### src/rtl/uart_rx_core.sv
// 8N1 UART receiver: two-flop input synchronizer, centre-of-bit sampling FSM,
// one-cycle data-valid and frame-error strobes.
module uart_rx_core #(
  parameter int CLKS_PER_BIT = 20
) (
  input  logic       i_Clock,
  input  logic       i_Reset,
  input  logic       i_Rx_Serial,
  output logic       o_Rx_DV,
  output logic [7:0] o_Rx_Byte,
  output logic       o_Rx_Frame_Err
);

  localparam int CNT_W = $clog2(CLKS_PER_BIT);
  localparam logic [CNT_W-1:0] CNT_MID  = CNT_W'((CLKS_PER_BIT - 1) / 2);
  localparam logic [CNT_W-1:0] CNT_LAST = CNT_W'(CLKS_PER_BIT - 1);

  typedef enum logic [2:0] {
    IDLE,
    START,
    DATA,
    STOP,
    CLEANUP
  } state_t;

  state_t           state, state_d;
  logic [CNT_W-1:0] clk_cnt, clk_cnt_d;
  logic [2:0]       bit_idx, bit_idx_d;
  logic [7:0]       byte_d;
  logic             dv_d, err_d;
  logic             rx_p0, rx_p1;
  logic             rx_s;

  // Stage p0/p1: metastability synchronizer, idles high
  always_ff @(posedge i_Clock) begin
    if (i_Reset) begin
      rx_p0 <= 1'b1;
      rx_p1 <= 1'b1;
    end else begin
      rx_p0 <= i_Rx_Serial;
      rx_p1 <= rx_p0;
    end
  end

  assign rx_s = rx_p1;

  always_comb begin
    state_d   = state;
    clk_cnt_d = clk_cnt;
    bit_idx_d = bit_idx;
    byte_d    = o_Rx_Byte;
    dv_d      = 1'b0;
    err_d     = 1'b0;
    case (state)
      IDLE: begin
        clk_cnt_d = '0;
        bit_idx_d = 3'd0;
        if (!rx_s) state_d = START;
      end
      START: begin
        if (clk_cnt == CNT_MID) begin
          clk_cnt_d = '0;
          // Line back high at mid start bit means it was only a glitch
          state_d   = rx_s ? IDLE : DATA;
        end else begin
          clk_cnt_d = clk_cnt + 1'b1;
        end
      end
      DATA: begin
        if (clk_cnt == CNT_LAST) begin
          clk_cnt_d       = '0;
          byte_d[bit_idx] = rx_s;
          if (bit_idx == 3'd7) begin
            bit_idx_d = 3'd0;
            state_d   = STOP;
          end else begin
            bit_idx_d = bit_idx + 3'd1;
          end
        end else begin
          clk_cnt_d = clk_cnt + 1'b1;
        end
      end
      STOP: begin
        if (clk_cnt == CNT_LAST) begin
          clk_cnt_d = '0;
          dv_d      = rx_s;
          err_d     = !rx_s;
          state_d   = CLEANUP;
        end else begin
          clk_cnt_d = clk_cnt + 1'b1;
        end
      end
      CLEANUP: begin
        state_d = IDLE;
      end
      default: begin
        state_d   = IDLE;
        clk_cnt_d = '0;
        bit_idx_d = 3'd0;
      end
    endcase
  end

  // Stage p2: FSM state and registered outputs
  always_ff @(posedge i_Clock) begin
    if (i_Reset) begin
      state          <= IDLE;
      clk_cnt        <= '0;
      bit_idx        <= 3'd0;
      o_Rx_Byte      <= 8'h00;
      o_Rx_DV        <= 1'b0;
      o_Rx_Frame_Err <= 1'b0;
    end else begin
      state          <= state_d;
      clk_cnt        <= clk_cnt_d;
      bit_idx        <= bit_idx_d;
      o_Rx_Byte      <= byte_d;
      o_Rx_DV        <= dv_d;
      o_Rx_Frame_Err <= err_d;
    end
  end

endmodule

### config.mk
export PLATFORM = sky130hd
export DESIGN_NAME = uart_rx_core
export DESIGN_NICKNAME = d
export VERILOG_FILES = /design/src/rtl/uart_rx_core.sv
export SDC_FILE = /design/constraint.sdc
export NUM_CORES = 1
export LEC_CHECK = 0
export BUFFER_PORTS_ARGS = -buffer_cell sky130_fd_sc_hd__buf_2
export CAP_MARGIN = 30
export CORE_MARGIN = 1
export CORE_UTILIZATION = 33
export DETAILED_ROUTE_END_ITERATION = 12
export SYNTH_ARGS = -nofsm -noshare
export SYNTH_HDL_FRONTEND = slang
export SYNTH_SLANG_ARGS = --single-unit
### constraint.sdc
create_clock -name i_Clock -period 1.78 [get_ports i_Clock]
set_input_delay 0.356 -clock i_Clock [delete_from_list [all_inputs] [get_ports i_Clock]]
set_output_delay 0.356 -clock i_Clock [all_outputs]
set_load 0.03 [all_outputs]
; Word-level counts from Yosys, hierarchy flattened
; Cells that the tools add are included.
[op_classes]
add_sub_neg = 2
n_lt_le_gt_ge = 2
bitwise = 3
mux = 16
n_reduce_logical = 9
n_eq_ne = 12
[op_table]
columns = operator, n
row1 = 2-to-1 mux 3 bit, 7
row2 = one-hot mux 5 bit (3 select lines), 1
row3 = one-hot mux 3 bit (4 select lines), 1
row4 = 2-to-1 mux 5 bit, 2
row5 = != test 2 bit (second input constant), 5
row6 = bitwise mux 8 bit, 1
row7 = == test 3 x 2 -> 1 bit (second input constant), 2
row8 = == test 3 bit (second input constant), 2
row9 = one-hot mux 3 bit (2 select lines), 1
row10 = OR reduction 3 bit, 2
row11 = adder 5 x 1 -> 5 bit (second input constant), 1
row12 = == test 5 x 4 -> 1 bit (second input constant), 1
row13 = == test 5 bit (second input constant), 1
row14 = AND reduction 5 bit, 1
row15 = < comparator 3 x 4 -> 1 bit (second input constant), 1
row16 = AND reduction 2 bit, 2
row17 = adder 3 x 1 -> 3 bit (second input constant), 1
row18 = demux 1 bit (select 3 bit), 1
row19 = == test 3 x 1 -> 1 bit (second input constant), 1
row20 = greater-or-equal comparator 3 x 1 -> 1 bit (second input constant), 1
row21 = zero test 3 bit, 1
row22 = inverter 1 bit, 3
row23 = 2-to-1 mux 2 bit, 1
row24 = OR reduction 2 bit, 1
row25 = 3 further kinds, 3
[word_totals]
reg_bits = 23
elab_cells = 52
input_bits = 3

; Longest topological paths before layout
; Gate-level depths: netlist of the first run.
[logic_depth]
depth_word = 5
ltp_mapped = 6

; Worst setup path after synthesis of the first run
; Ideal clock, no wire load.
[synth_timing]
path_kind = reg-to-reg
startpoint = reg clk_cnt[0]
endpoint = reg bit_idx[0]
t_required_ps = 1713
arrival_time_ps = 1619
path_stages_with_launch = 6
setup_slack_ps = 94
path_cell_list = dfxtp_1 > ha_1 > nand4bb_4 > a211o_1 > a2111o_1 > a21oi_2
[synth_via]
elab_chain_len = 3
[synth_rtl]
columns = element, line
row1 = start: declaration, 27  ; logic [CNT_W-1:0] clk_cnt, clk_cnt_d;
row2 = start signal: assignment, 115  ; clk_cnt <= clk_cnt_d;
row3 = == test 5 bit, 70  ; if (clk_cnt == CNT_LAST) begin
row4 = != test 2 bit (no source line), --
row5 = AND reduction 2 bit (no source line), --
row6 = end signal: assignment, 116  ; bit_idx <= bit_idx_d;
row7 = end: declaration, 28  ; logic [2:0] bit_idx, bit_idx_d;
; Every way passes these cells.
; A chain may end at the register's enable or synchronous reset.

; Final worst setup path of the first run
; Ends and elaborated chain as after synthesis.

==> reports/summary.md, run 1 <==
The run finished with clean final reports. The clock reaches the later pin of the worst-skew pair after 0.31 ns. Counting instances, the worst hold path has a depth of 2. For this block, the routed nets add up to 2350 µm of wire.

The final antenna-violating net count was 0. Dividing the detail-routed wire length by the instance count gives 12.8 µm. The die width is 60.3 µm. Cells with a size suffix above 1 make up 24.3% of the layout. The worst setup path is captured at a register. The tools report the number of antenna violations at the first check in global routing as 0.

The run gives 599 MHz as the fmax. The number of placed instances, taps included, is 180. Yosys instantiated no cell more often than sky130_fd_sc_hd__dfxtp_1.

In this run the worst hold path is classified as input pin to register. The layout-stage area growth over the synthesis result is 16.6%. Data arrives at the worst endpoint at 1.92 ns. Combinational logic burns 3.8% of the power. The logs give 13 for the number of I/O pins and 0.00285 ns for the final setup skew.

For this run, the register share of the synthesized area comes to 41.1%. For this design, the CTS-stage hold fixing added 0 buffers. A synthesized cell averages 9.10 µm². STA puts the critical path data required time at 2.04 ns.

The endpoint of the worst-slack reg-to-reg timing path is bit_idx[0]. For this run, the number of Yosys warnings is 0. Entering global routing, the biggest net connects 20 pins. Setup repair after global routing left no endpoint under its margin. The depth of the worst register-to-register path is 5, and the number of remaining DRC errors is 0.

The top cell type by area accounts for 41.1% of the synthesized area. The tools report the capture endpoint of the worst hold path as rx_p0. The number of synthesized flops with an enable pin is 0, and the maximum cell stage delay along the critical path is 0.39 ns. The number of antenna diodes in the final layout is 0. Clock tree root buffer cell: sky130_fd_sc_hd__clkbuf_4. The die span in y is 60.3 µm, and the max capacitance violation total is 0. The count of input and output buffers is 12, and the fraction of registers with async set or reset after synthesis is 0%. For this design the static power due to leakage is 0.526 nW.

The biggest fanout along the worst timing path was 5; the total internal power was 614 µW. CTS saw 23 sinks. The first routing iteration left 12 violations.

For the number of clock buffers inserted by TritonCTS, the log shows 3. The starting utilization of the core area was 35.8%. The combined area of all synthesized cells was 0.00112 mm²; the count of non-filler cells in the finished layout was 184. The slew at the pin closest to its max-slew limit was 0.467 ns.

Overall power consumption after layout is estimated at 794 µW. After synthesis, the cell types taking the most area are sky130_fd_sc_hd__dfxtp_1 41%, sky130_fd_sc_hd__mux2i_1 8.0%, sky130_fd_sc_hd__nor2_1 5.4%. The critical hold path startpoint was i_Rx_Serial. The minimum clock period came out at 1.67 ns. The worst register-to-register path has a setup slack of 0.11 ns. The critical path is of the register to register type. Power spread over the standard cell area amounts to 608 mW/mm². The instance area after placement came out at 0.00127 mm². The finished layout cell area came out at 0.00131 mm².

After synthesis, the netlist uses 35 different library cells. For the final number of max-transition violations, the log shows 0. The run gives 65.8% as the sequential cell fraction of total power. TritonCTS built the clock tree. For the maximum buffer depth of the clock tree, the log shows 2. Headroom to the max-slew limit came out at 68.5%. The first TritonRoute pass finished after 4 iterations.

After synthesis, the most frequently instantiated cells are 23 x sky130_fd_sc_hd__dfxtp_1, 16 x sky130_fd_sc_hd__nor2_1, 9 x sky130_fd_sc_hd__mux2i_1. In the final design database the tool counted 148 nets. Adding up every negative setup slack in the final design gives 0 ns. Summed over all layers, the global routing overflow is 0.

The worst path meets setup with 0.111 ns of slack. In this run the standard cell core region covers 0.00313 mm². The worst-case IR drop observed on VDD is 324 µV.

The final critical-path share of the clock period was 93.8%; the maximum level of the CTS H-tree was 1. The first global-routing pass estimated 4230 µm of wire. Net switching is 22.7% of the power. Row generation in the floorplan step produced 20 rows.

The run gives 0.0329 ns as the worst slack at placement. The total of flip-flops plus latches after synthesis is 23, and the net switching power of the design is 181 µW. The critical path starts at clk_cnt[0]. In this run the critical register-to-register path is launched from clk_cnt[0].

The logs give 30.4% for the portion of total power attributed to the clock network and 0.00363 mm² for the area of the die. Across every metal layer, demand over resource in global routing totals 15.4%. After legalization and detailed placement, the total HPWL measured 1710 µm. In the routed layout, each cell is associated on average with a via count of 5.17. The clock-pin slew on the worst setup and hold paths works out to 0.13 ns.

STA classifies the critical path startpoint as a register. The run gives 130 as the number of nets produced by synthesis. The total via count in the routed design is 952, and the count of final setup violators is 0. The cell with the biggest individual delay on the critical path was sky130_fd_sc_hd__dfxtp_2.

The dominant register cell in the synthesized netlist was sky130_fd_sc_hd__dfxtp_1. Walking the worst path, the cells encountered are ha_2 > nand4bb_4 > a211o_1 > a2111o_1 > a21oi_2. For the number of hold-slack violations in the final timing report, the log shows 0.

Post-synthesis cell type with the largest combined area: sky130_fd_sc_hd__dfxtp_1. At the end of routability-driven placement, the weighted congestion stood at 0.823. After technology mapping, the gate count stands at 123. For the number of global-route vias before repair, the log shows 919.
==> cells in the final DEF (no fill, tap or decap), drive strengths merged <==
| cell type | count |
|---|---|
| a2111o | 1 |
| a211o | 1 |
| a211oi | 1 |
| a21oi | 6 |
| a22o | 1 |
| a31oi | 1 |
| and2 | 2 |
| and4bb | 1 |
| buf | 20 |
| clkbuf | 3 |
| clkinv | 1 |
| dfxtp | 23 |
| ha | 4 |
| inv | 3 |
| mux2i | 9 |
| nand2 | 6 |
| nand2b | 2 |
| nand3 | 8 |
| nand3b | 1 |
| nand4 | 6 |
| nand4bb | 1 |
| nor2 | 16 |
| nor2b | 3 |
| nor3 | 1 |
| nor3b | 1 |
| nor4 | 2 |
| nor4b | 1 |
| nor4bb | 1 |
| o211ai | 2 |
| o21ai | 4 |
| o2bb2ai | 1 |
| or2 | 2 |
| or3b | 1 |
| or4 | 2 |
| xor2 | 2 |
==> logic make-up (layout without fill, tap and decap cells) <==
kind of cell	after synthesis	after routing	share of synthesized area (%)
multiplexers	9	9	8.05
buffers and inverters	10	27	3.46
flip-flops	23	23	41.1
adder cells (fa/ha/maj)	4	4	4.47
AO/OA/AOI/OAI	18	18	11.3
AND/OR/NAND/NOR	57	57	30.1
XOR/XNOR	2	2	1.56
==> worst max-delay path, delay by kind of cell, from the launching register on <==
family                   cells  cell delay (ns)
AO/OA/AOI/OAI                3             0.86
flip-flops                   1             0.39
adder cells (fa/ha/maj)      1             0.22
AND/OR/NAND/NOR              1             0.15
==> what timing repair did <==
item	CTS	global route
endpoints found under the setup margin	1	10
cloned	0	0
setup buffers	0	0
resized for setup	1	3
==> flip-flops by register name, summed over array words and instances (netlist names) <==
register and cells:
bit_idx 3, clk_cnt 5, o_Rx_Byte 8, o_Rx_DV 1
o_Rx_Frame_Err 1, rx_p0 1, rx_p1 1, state 3
==> stage by stage <==
stage / hold slack [ns] / utilization, %
floorplan: 0.389 / -
global placement: 0.399 / 40.5
detailed placement: 0.401 / 40.5
CTS: 0.210 / 41.6
global route: 0.219 / 41.8
finish: 0.217 / 41.8
==> cell type report <==
class	count	area (µm²)
Timing Repair Buffer	20	120
Inverter	3	11.3
Clock inverter	1	5.00
Clock buffer	3	22.5
Tap cell	44	55.1
Multi-Input combinational cell	90	629
Sequential cell	23	463
Fill cell	329	1820
==> worst max-delay path by stage <==
stage / end / slack (ns) / cells after the start
finish: bit_idx[0] / 0.11 / 5
global route: o_Rx_Byte[7] / 0.0002 / 7
CTS: bit_idx[0] / 0.02 / 5
detailed placement: o_Rx_Byte[3] / 0.03 / 7
global placement: o_Rx_Byte[2] / 0.07 / 7
floorplan: bit_idx[0] / 0.09 / 5
==> power groups by stage <==
stage          clock (mW)  combinational (mW)  sequential [mW]
2_1_floorplan           0              0.0222            0.531
3_3_place_gp            0              0.0297            0.534
3_5_place_dp            0              0.0304            0.534
4_1_cts             0.253              0.0304            0.523
5_1_grt             0.262              0.0339            0.524
6_report            0.242              0.0300            0.523
==> routing by layer <==
metal	vias up	GRT usage (%)	part of all wire (%)
li1	476	-	-
met1	456	19.2	46
met2	18	26.5	50
met3	2	2.16	3.3
met4	0	5.65	0.38
met5	-	0	0
No activity file was read; power rests on OpenSTA's default activity.
==> run 2, diff against run 1 <==
--- a/config.mk
+++ b/config.mk
@@ -5,6 +5,7 @@
 export SDC_FILE = /design/constraint.sdc
 export NUM_CORES = 1
 export LEC_CHECK = 0
+export ABC_AREA = 1
 export BUFFER_PORTS_ARGS = -buffer_cell sky130_fd_sc_hd__buf_2
 export CAP_MARGIN = 30
 export CORE_MARGIN = 1
==> run 2 against run 1 <==
  * Routed wire length shrank 11%
  * Critical path type unchanged
  * Worst setup slack improved by 0.17 ns
  * Fmax increased by 11%
  * Highest routed layer unchanged
  * Core utilization decreased by 2.6 points
  * Final area is 2.3% higher
  * Non-clock buffer count down 8
  * Critical path depth is 5 higher
  * Largest power group unchanged
  * Via count is 8.9% higher
==> reports/summary.md, run 2 <==
The unique cell type count in the Yosys netlist was 27 (-23%); the number of standard-cell rows in the floorplan was 21 (+5.0%). The number of nets produced by synthesis was 185 (+42%). The final antenna-violating net count was 0 (unchanged). Number of hold buffers added after CTS: 0 (unchanged). The starting utilization of the core area was 35.2% (-0.56 points).

The depth of the worst hold-timing path works out to 2 (unchanged). The area share of the leading cell type in the synthesized netlist came out at 38.3% (-2.9 points). The areal power density over the cells is 948 mW/mm² (+56%), and the number of clock buffers inserted by TritonCTS is 3 (unchanged). The total of cells resized after clock tree synthesis was 0 (-1).

The largest individual stage delay along the critical path comes from the cell sky130_fd_sc_hd__dfxtp_1. Leaving out fill and tap cells, the most frequent cell in the layout is sky130_fd_sc_hd__nand2_1. The fmax is 668 MHz (+11%), and the clock-pin slew on the worst setup and hold paths is 0.12 ns (about the same). In the synthesized netlist the dominant register cell turns out to be sky130_fd_sc_hd__dfxtp_1. The run finished with clean final reports.

The share of layout cells above drive strength 1 is 15.7% (-8.6 points). The tools report the endpoint required time on the critical path as 1.99 ns (-0.05 ns). For the final number of max-transition violations, the log shows 0 (unchanged). The final weighted congestion in routability-driven placement is 0.805 (-2.2%), and the max capacitance violation total is 0 (unchanged).

TritonCTS built the clock tree. The final setup TNS is 0 ns (unchanged), and the count of non-filler cells in the finished layout is 237 (+29%). The run gives 3810 µm (-10%) as the global-route wire length before repair. Worst-skew pair later-pin latency: 0.31 ns (about the same). The critical path goes through ha_1 > nand2_1 > inv_2 > nand2_2 > nand2_1 > nand3_2 > nand2_1 > o21ai_1 > nand2_1 > inv_1. The flip-flop count of the largest register, all copies and words added came out at 8 (unchanged). The kind of launch point of the worst setup path was a register.

By startpoint and endpoint, the worst setup path is classified as register to register. The data arrival time at the worst-slack endpoint was 1.71 ns (-0.21 ns); the number of I/O pins was 13 (unchanged). The logs give 178 (+45%) for the gate count after technology mapping and 233 (+29%) for the cell total after placement. The run gives 891 (-3.0%) as the number of global-route vias before repair. The peak supply drop came out at 536 µV (+65%).

The number of stages on the worst setup path came out at 10 (+5). Die width: 62.4 µm (+3.6%). The run gives 38.3% (-2.9 points) as the share of the yosys chip area belonging to registers. The area of the die is 0.00389 mm² (+7.2%). The total via count in the routed design was 1,037 (+8.9%); the total of flip-flops plus latches after synthesis was 23 (unchanged).

The core outline area came out at 0.00342 mm² (+9.2%). For the combined area of all synthesized cells, the log shows 0.00120 mm² (+7.5%). The worst setup path is captured at a register. The leakage power total was 0.659 nW (+25%). The run gives 0.282 ns (+0.172 ns) as the final critical-path setup slack. Broken down by cell family, the worst path's largest delay share belongs to simple AND/OR/NAND/NOR gates. For the global router's overall resource usage, the log shows 12.2% (-3.2 points). By count the netlist is led by 44 x sky130_fd_sc_hd__nand2_1, 32 x sky130_fd_sc_hd__nor2_1, 27 x sky130_fd_sc_hd__inv_1.

Yosys attributes the largest share of cell area to sky130_fd_sc_hd__dfxtp_1 38%, sky130_fd_sc_hd__nand2_1 14%, sky130_fd_sc_hd__nor2_1 10%. Setup repair after global routing left no endpoint under its margin. The detailed-placement wirelength estimate was 1590 µm (-6.8%). The library cell with the highest instance count after synthesis was sky130_fd_sc_hd__nand2_1.

The count of input and output buffers was 12 (unchanged); the die span in y was 62.4 µm (+3.6%). For the net total in the final layout, the log shows 199 (+34%). Among the stages of the critical path, the cell type that occurs most often is sky130_fd_sc_hd__nand2_1. The count of final setup violators was 0 (unchanged).

Summed over all instances, the cell type with the most area after synthesis is sky130_fd_sc_hd__dfxtp_1. The final setup skew is 0.00988 ns (+0.00704 ns), and the number of hold-slack violations in the final timing report is 0 (unchanged). The run gives 17 (-15%) as the pin count of the biggest net entering global routing. The tools report the maximum level of the CTS H-tree as 1 (unchanged). In this run the worst hold path is classified as input pin to register. The DRC violation total after the first TritonRoute iteration came out at 58 (+46).

The depth of the worst register-to-register path was 10 (+5); the number of inserted diodes was 0 (unchanged). The count of yosys warnings during synthesis was 0 (unchanged). The slew at the pin closest to its max-slew limit is 0.490 ns (+0.0234 ns). The biggest fanout along the worst timing path was 6 (+1). The minimum clock period was 1.50 ns (-0.172 ns); the buffering stage count on the worst path with inverters included was 2 (+2).

The logs give 4 (unchanged) for the number of iterations in the first detailed-routing pass and 896 µm (-24%) for the total length of routed met2 wires. The run gives 0 (unchanged) as the total global routing overflow. The top routing layer in use is met4.

The number of synthesized flops with an enable pin works out to 0 (unchanged). The number of remaining DRC errors was 0 (unchanged). In the layout the commonest cells are 44 x sky130_fd_sc_hd__nand2_1, 32 x sky130_fd_sc_hd__nor2_1, 27 x sky130_fd_sc_hd__inv_1, 23 x sky130_fd_sc_hd__dfxtp_1, 12 x sky130_fd_sc_hd__buf_2. The register with the highest flop count is o_Rx_Byte.

The maximum cell stage delay along the critical path is 0.42 ns (+0.03 ns), and the average via count per standard cell is 4.38 (-15%). The final critical-path share of the clock period was 84.1% (-9.7 points); the sink count of the clock tree was 23 (unchanged). Buffers inserted during post-CTS setup optimization: 0 (unchanged).

Clock tree root buffer cell: sky130_fd_sc_hd__clkbuf_4. The run gives 73 µm (-5.2%) as the met3 wire length. The layout-stage area growth over the synthesis result is 11.0%.

Fraction of registers with async set or reset after synthesis: 0% (unchanged). The wire length the detailed router placed on met1 is 1100 µm (+1.5%), and the mean instance size in the synthesized netlist is 6.76 µm² (-26%). Final routed wirelength across all metal layers: 2090 µm (-11%).

In the final layout, the registers with the most flip-flops are o_Rx_Byte x8, clk_cnt x5. The mean routed wirelength per cell was 8.81 µm (-31%). Worst slack at placement: 0.288 ns (+0.255 ns).

For the number of antenna violations at the first check in global routing, the log shows 0 (unchanged). The worst slew margin relative to its limit is 67.3% (-1.3 points), and the maximum buffer depth of the clock tree is 2 (unchanged).
==> run 2: cell count changes in the layout (fill, tap and decap cells not counted), sizes merged, moves of 6 or more <==
cell   change
nand2     +41
mux2i      -9
inv       +26
nor2      +20
buf        -8
nand4      -6
==> run 2: path summary, 6_finish.rpt <==
path | from | to | slack (ns)
worst max-delay path | clk_cnt[0] | clk_cnt[1] | 0.28
worst min-delay path | i_Rx_Serial | rx_p0 | 0.23
worst max register to register | clk_cnt[0] | clk_cnt[1] | 0.28
worst min register to register | rx_p0 | rx_p1 | 0.42
==> run 2: cell families after synthesis <==
family | Yosys count | synth area share [%]
buf+inv | 32 | 10.1
fa+ha+maj | 4 | 4.16
compound gates | 17 | 7.80
simple gates | 101 | 39.0
xor+xnor | 1 | 0.728
flops | 23 | 38.3
==> run 2: area by class of cell <==
class	instances	area [µm²]
inverters	29	109
repair buffers	12	60.1
well taps	46	57.6
multi-input cells	123	622
fillers	391	2080
clock buffers	3	22.5
flip-flops and latches	23	460
clock inverters	1	5.00
==> run 2: metal layers <==
layer	track usage [%]	up-vias
met5	0	-
met1	15.5	451
li1	-	568
met4	2.62	0
met3	3.83	2
met2	20.1	16
==> run 2: worst register-to-register path: stages (launching register included) <==
cell and delay, ns:
sky130_fd_sc_hd__dfxtp_1 0.42, sky130_fd_sc_hd__ha_1 0.23, sky130_fd_sc_hd__nand2_1 0.08, sky130_fd_sc_hd__inv_2 0.09, sky130_fd_sc_hd__nand2_2 0.09, sky130_fd_sc_hd__nand2_1 0.14, sky130_fd_sc_hd__nand3_2 0.14, sky130_fd_sc_hd__nand2_1 0.08
sky130_fd_sc_hd__o21ai_1 0.05, sky130_fd_sc_hd__nand2_1 0.05, sky130_fd_sc_hd__inv_1 0.04
==> run 2: metrics by stage <==
stage                     util (%)  hold WS, ns  instance area, µm²  total power [mW]
after floorplan                  -        0.389                1200             0.959
after global placement        38.3        0.393                1310              1.04
after detailed placement      38.3        0.397                1310              1.04
after CTS                     39.1        0.216                1340              1.29
after global routing          39.1        0.220                1340              1.38
final                         39.1        0.226                1340              1.27
==> run 2: power by group <==
group,leakage [nW],internal (mW),switching (mW),total (mW)
combinational,0.455,0.137,0.243,0.380
sequential,0.187,0.570,0.0774,0.647
clock,0.0177,0.0838,0.155,0.239
total,0.659,0.791,0.475,1.27
